$ cat src/rtl/lfsr_rr_ctrl_if.sv
// Request/grant bundle between requesters and the shared LFSR controller.
interface lfsr_rr_ctrl_if #(
  parameter int WIDTH = 4
);
  logic [1:0]       req;
  logic             seed_we;
  logic [WIDTH-1:0] seed;
  logic [1:0]       gnt;
  logic [WIDTH-1:0] rnd;
  logic             rnd_vld;
  logic             busy;

  modport master (
    output req, seed_we, seed,
    input  gnt, rnd, rnd_vld, busy
  );

  modport slave (
    input  req, seed_we, seed,
    output gnt, rnd, rnd_vld, busy
  );
endinterface

$ cat src/rtl/lfsr_rr_ctrl.sv
// Two-port round-robin controller around a shared Galois LFSR. A granted
// requester gets STEPS fresh LFSR advances, then a one-cycle gnt/rnd_vld pulse.
module lfsr_rr_ctrl #(
  parameter int               WIDTH = 4,
  parameter logic [WIDTH-1:0] TAPS  = 4'b0011,
  parameter int               STEPS = 4
) (
  input  logic         clk,
  input  logic         rst_b,
  lfsr_rr_ctrl_if.slave bus
);

  localparam logic [1:0] ST_IDLE    = 2'd0;
  localparam logic [1:0] ST_STEP    = 2'd1;
  localparam logic [1:0] ST_DELIVER = 2'd2;

  // Countdown preload: STEPS advances means STEPS-1 down to 0 inclusive.
  localparam logic [3:0] CNT_INIT = 4'(STEPS - 1);

  logic [WIDTH-1:0] r_lfsr;
  logic [1:0]       r_state;
  logic [3:0]       r_cnt;
  logic             r_last;
  logic             r_owner;
  logic [WIDTH-1:0] r_rnd;

  logic [WIDTH-1:0] w_lfsr_next;
  logic             w_win;
  logic [WIDTH-1:0] w_seed_safe;

  // One Galois step: shift left, fold taps back in when the MSB falls out.
  function automatic logic [WIDTH-1:0] lfsr_step(input logic [WIDTH-1:0] v);
    lfsr_step = {v[WIDTH-2:0], 1'b0} ^ (v[WIDTH-1] ? TAPS : '0);
  endfunction

  // Zero would lock the LFSR forever, so a zero seed is replaced by all-ones.
  function automatic logic [WIDTH-1:0] seed_guard(input logic [WIDTH-1:0] s);
    seed_guard = (s == '0) ? '1 : s;
  endfunction

  assign w_lfsr_next = lfsr_step(r_lfsr);
  assign w_seed_safe = seed_guard(bus.seed);

  // Arbitration: a lone requester wins; on a tie the one not served last wins.
  always_comb begin
    w_win = 1'b0;
    unique case (bus.req)
      2'b01:   w_win = 1'b0;
      2'b10:   w_win = 1'b1;
      2'b11:   w_win = ~r_last;
      default: w_win = 1'b0;
    endcase
  end

  // Control FSM plus LFSR, step counter, owner tracking and delivered value.
  always_ff @(posedge clk or negedge rst_b) begin
    if (!rst_b) begin
      r_state <= ST_IDLE;
      r_lfsr  <= '1;
      r_cnt   <= '0;
      r_last  <= 1'b1;
      r_owner <= 1'b0;
      r_rnd   <= '0;
    end else begin
      unique case (r_state)
        ST_IDLE: begin
          // A seed write takes priority and swallows any same-cycle request.
          if (bus.seed_we) begin
            r_lfsr <= w_seed_safe;
          end else if (bus.req != 2'b00) begin
            r_owner <= w_win;
            r_cnt   <= CNT_INIT;
            r_state <= ST_STEP;
          end
        end
        ST_STEP: begin
          r_lfsr <= w_lfsr_next;
          if (r_cnt == 4'd0) begin
            r_rnd   <= w_lfsr_next;
            r_state <= ST_DELIVER;
          end else begin
            r_cnt <= r_cnt - 4'd1;
          end
        end
        ST_DELIVER: begin
          r_last  <= r_owner;
          r_state <= ST_IDLE;
        end
        default: r_state <= ST_IDLE;
      endcase
    end
  end

  // Outputs come only from registered state so reset clears them at once.
  assign bus.gnt     = (r_state == ST_DELIVER) ? (r_owner ? 2'b10 : 2'b01) : 2'b00;
  assign bus.rnd_vld = (r_state == ST_DELIVER);
  assign bus.busy    = (r_state != ST_IDLE);
  assign bus.rnd     = r_rnd;

endmodule

$ cat src/flat_wrapper.sv
// flat-port wrapper written by rule: the top's interface ports become plain ports
module lfsr_rr_ctrl_flat 
#(
  parameter int               WIDTH = 4,
  parameter logic [WIDTH-1:0] TAPS  = 4'b0011,
  parameter int               STEPS = 4
)
  (clk, rst_b, bus_req, bus_seed_we, bus_seed, bus_gnt, bus_rnd, bus_rnd_vld, bus_busy);
  lfsr_rr_ctrl_if #(.WIDTH(WIDTH)) bus_i ();
  input  logic clk;
  input  logic rst_b;
  input wire logic [$bits(bus_i.req)-1:0] bus_req;
  input wire logic [$bits(bus_i.seed_we)-1:0] bus_seed_we;
  input wire logic [$bits(bus_i.seed)-1:0] bus_seed;
  output wire logic [$bits(bus_i.gnt)-1:0] bus_gnt;
  output wire logic [$bits(bus_i.rnd)-1:0] bus_rnd;
  output wire logic [$bits(bus_i.rnd_vld)-1:0] bus_rnd_vld;
  output wire logic [$bits(bus_i.busy)-1:0] bus_busy;
  assign bus_i.req = bus_req;
  assign bus_i.seed_we = bus_seed_we;
  assign bus_i.seed = bus_seed;
  assign bus_gnt = bus_i.gnt;
  assign bus_rnd = bus_i.rnd;
  assign bus_rnd_vld = bus_i.rnd_vld;
  assign bus_busy = bus_i.busy;
  lfsr_rr_ctrl #(.WIDTH(WIDTH), .TAPS(TAPS), .STEPS(STEPS)) u_core (.clk(clk), .rst_b(rst_b), .bus(bus_i));
endmodule
$ cat config.mk
export PLATFORM = sky130hd
export DESIGN_NAME = lfsr_rr_ctrl_flat
export DESIGN_NICKNAME = d
export VERILOG_FILES = /design/src/rtl/lfsr_rr_ctrl_if.sv /design/src/rtl/lfsr_rr_ctrl.sv /design/src/flat_wrapper.sv
export SDC_FILE = /design/constraint.sdc
export NUM_CORES = 1
export LEC_CHECK = 0
export ABC_AREA = 1
export BUFFER_PORTS_ARGS = -buffer_cell sky130_fd_sc_hd__buf_2
export CAP_MARGIN = 20
export CORE_UTILIZATION = 40
export DETAILED_ROUTE_END_ITERATION = 7
export GPL_ROUTABILITY_DRIVEN = 0
export GPL_TIMING_DRIVEN = 0
export HOLD_SLACK_MARGIN = 0.1
export SLEW_MARGIN = 20
export SYNTH_ARGS = -nofsm -noshare
export SYNTH_HDL_FRONTEND = slang
export SYNTH_SLANG_ARGS = --single-unit
$ cat constraint.sdc
create_clock -name clk -period 1.6 [get_ports clk]
set_input_delay 0.08 -clock clk [delete_from_list [all_inputs] [get_ports clk]]
set_output_delay 0.08 -clock clk [all_outputs]
set_load 0.02 [all_outputs]
==> flow_summary_export.csv <==
group,metric,value,unit
outcome,status,"finished clean",
floorplanning,die_h,48.56,µm
placement,io_buffers,16,
sta,finalHoldViolations,0,
worst_setup_path,reg2reg_depth,4,
worst_setup_path,worstSetupStartpointType,"flop",
sta,worstMarginPinSlew,0.3723,ns
worst_hold_path,hold_path.class,"input port to flop",
drt,first_pass_iters,4,
finish,fin_util,53.81,%
worst_setup_path,criticalPathCategory,"flop to output port",
global_routing,overflow,0,
sta,fin_crit_sh,89.10,%
synth,synth.area.top_cells,"dfrtp_1 (32%), dfstp_2 (15%), nand2_1 (12%), inv_1 (5.6%), o21ai_2 (5.1%)",
worst_setup_path,critPathMaxStageDelay,0.49,ns
floorplanning,start_util,43.31,%
finish,layoutNonFillerInstCount,156,
worst_hold_path,holdPathEnd,"u_core.r_lfsr[2]",
placement,dpl.cell_count,146,
sta,relSlewSlack,75.18,%
synth,synth_area_per_cell,8.418,µm²
synth,synth_top_area_share,31.75,%
drt,wire_per_inst,9.942,µm
worst_setup_path,crit_fanout,3,
global_routing,grtUsageMet3,5.660,%
drt,vias_per_cell,4.455,
finish,final_cell_area,0.001077,mm²
global_routing,antenna_found_initial,0,
worst_setup_path,path_cells,"inv_1 > nor2_2 > inv_2 > nor2_1 > buf_2",
global_routing,busiest_layer,"met2",
synth,ys_warn_count,0,
floorplanning,rows,16,
finish,syn2layout_area_growth,24.24,%
finish,drive_gt1_share,34.88,%
synth,synth_top_area_cell,"dfrtp_1",
sta,slew_viol_final,0,
finish,finalNetCount,140,
synth,synth_flop_cell,"dfrtp_1",
synth,synthCells,103,
synth,ys_top_cells_by_count,"nand2_1 (27), inv_1 (13), dfrtp_1 (11)",
global_routing,grt_pass1_wl,2753,µm
synth,synth_edf_count,0,
worst_setup_path,crit_buf_inv,3,
worst_setup_path,reg2reg_to,"u_core.r_owner",
sta,fin_hold_ws,0.1210,ns
clock_network,ctsHtreeMaxLevel,1,
worst_setup_path,rr_startpoint,"u_core.r_last",
synth,synth_seq_cells,16,
clock_network,cts-root-buf,"clkbuf_4",
clock_network,clock_sinks,16,
clock_network,postCtsSetupBuffers,0,
worst_setup_path,cp.required,1.52,ns
power_and_ir_drop,leakage,0.5548,nW
power_and_ir_drop,peakVddDrop,0.001019,V
clock_network,insertion_delay,0.29,ns
run,drv_cap,0,
worst_setup_path,cp_num_cells,5,
synth,synth_area,867.1,µm²
worst_setup_path,end_kind,"output port",
placement,placed_area,980.9,µm²
sta,fin_crit,1.426,ns
floorplanning,ioPinCount,17,
synth,synthArstFlopShare,100.0,%
clock_network,cts_buffer_depth,2,
synth,syn_nets,113,
power_and_ir_drop,power_density,2011,mW/mm²
placement,dp.final_hpwl,1163,µm
sta,timing.fmax,701.5,MHz
floorplanning,coreArea,0.002002,mm²
synth,yosysSeqAreaShare,46.90,%
clock_network,clkTransAtPathRegs,0.09,ns
global_routing,grt_max_degree,17,
drt,drtAntennaViolNets,0,
worst_hold_path,hold_path_depth,4,
drt,drc,0,
floorplanning,die_w,48.56,µm
sta,setup_ws,0.1745,ns
clock_network,cts_buffers,3,
drt,via_count,695,
worst_hold_path,min-delay-start,"bus_seed_we",
global_routing,met1_usage,17.66,%
synth,synth.most_common_cell,"nand2_1",
power_and_ir_drop,power,2.166,mW
sta,rsz0062_at_grt,"false",
global_routing,grt_util_met2,27.23,%
placement,preCtsSetupSlack,0.2616,ns
global_routing,grt_usage,15.13,%
floorplanning,die_area,0.002358,mm²
worst_setup_path,r2r_slack,0.25,ns
global_routing,grt_pass1_vias,661,
worst_setup_path,crit_family,"flip-flops",
synth,synth_cell_types,21,
sta,finalSetupTns,0,ns
finish,insertedDiodeCount,0,
sta,finalSetupViolations,0,
sta,fin_worst_skew,0.005360,ns
drt,wl,1551,µm
worst_setup_path,crit_arrival,1.35,ns
finish,nFillCells,189,
clock_network,cts_tree,"done",
worst_setup_path,crit_slowest_cell,"dfrtp_1",
drt,drt_iter0_markers,10,
-- timing repair --
item                      4_1_cts  5_1_grt
gates resized for setup         0        0
hold endpoints to repair       20        0
hold buffers                    6        0
-- how the worst max path moves through the flow --
stage	endpoint	start	slack, ns
finish	bus_gnt[1]	u_core.r_state[1]	0.17
global route	bus_gnt[1]	u_core.r_state[1]	0.06
detailed placement	u_core.r_cnt[3]	u_core.r_cnt[0]	0.26
CTS	bus_gnt[0]	u_core.r_state[1]	0.15
global placement	u_core.r_cnt[3]	u_core.r_cnt[0]	0.27
floorplan	bus_gnt[1]	u_core.r_state[1]	0.32
-- routing by layer --
metal  wire length [µm]  vias to the layer above
li1                   -                      370
met5                  0                        -
met2                747                       14
met3                 77                        2
met4                 10                        0
met1                716                      309
-- layout make-up --
class	count	area (µm²)	area share [%]
Inverter	18	75.07	6.969
Buffer	1	7.507	0.6969
Sequential cell	16	406.6	37.75
Clock buffer	4	36.28	3.368
Timing Repair Buffer	22	140.1	13.01
Tap cell	27	33.78	3.136
Multi-Input combinational cell	68	377.9	35.08
-- sequential cells by signal (all words and copies together) (netlist names) --
signal / count
u_core.bus.rnd: 4
u_core.r_state: 2
u_core.r_lfsr: 4
u_core.r_owner: 1
u_core.r_last: 1
u_core.r_cnt: 4
-- where the power goes --
| group | internal, mW | switching, mW | leakage (nW) |
|---|---|---|---|
| clock | 0.139 | 0.128 | 0.0210 |
| combinational | 0.405 | 0.724 | 0.343 |
| sequential | 0.649 | 0.121 | 0.190 |
-- worst reg2reg max path, cell delays in order (launching register included) --
cell and delay (ns):
dfstp_2 0.55, nand2_1 0.05, nand2_1 0.04, dlygate4sd3_1 0.54, o21ai_1 0.07
-- cells by family (layout without fill, tap and decap cells) --
kind of cell / count (synthesis) / after routing / synth area share [%]
buffers and inverters: 19 / 45 / 9.525
flip-flops: 16 / 16 / 46.90
AND/OR/NAND/NOR: 50 / 50 / 29.73
AO/OA/AOI/OAI: 16 / 16 / 11.40
adder cells (fa/ha/maj): 1 / 1 / 1.443
XOR/XNOR: 1 / 1 / 1.010
-- cells in the final DEF, fill, tap and decap left out, types with 3 or more instances in the layout --
cell,instances
buf_2,16
nand3_1,3
o21ai_2,5
dlygate4sd3_1,6
o21ai_1,3
nor2_1,10
o21ai_0,3
nand2_1,27
clkbuf_4,3
dfrtp_1,11
inv_4,3
dfstp_2,5
inv_1,13
a21oi_1,5
No activity file was read; power rests on OpenSTA's default activity.
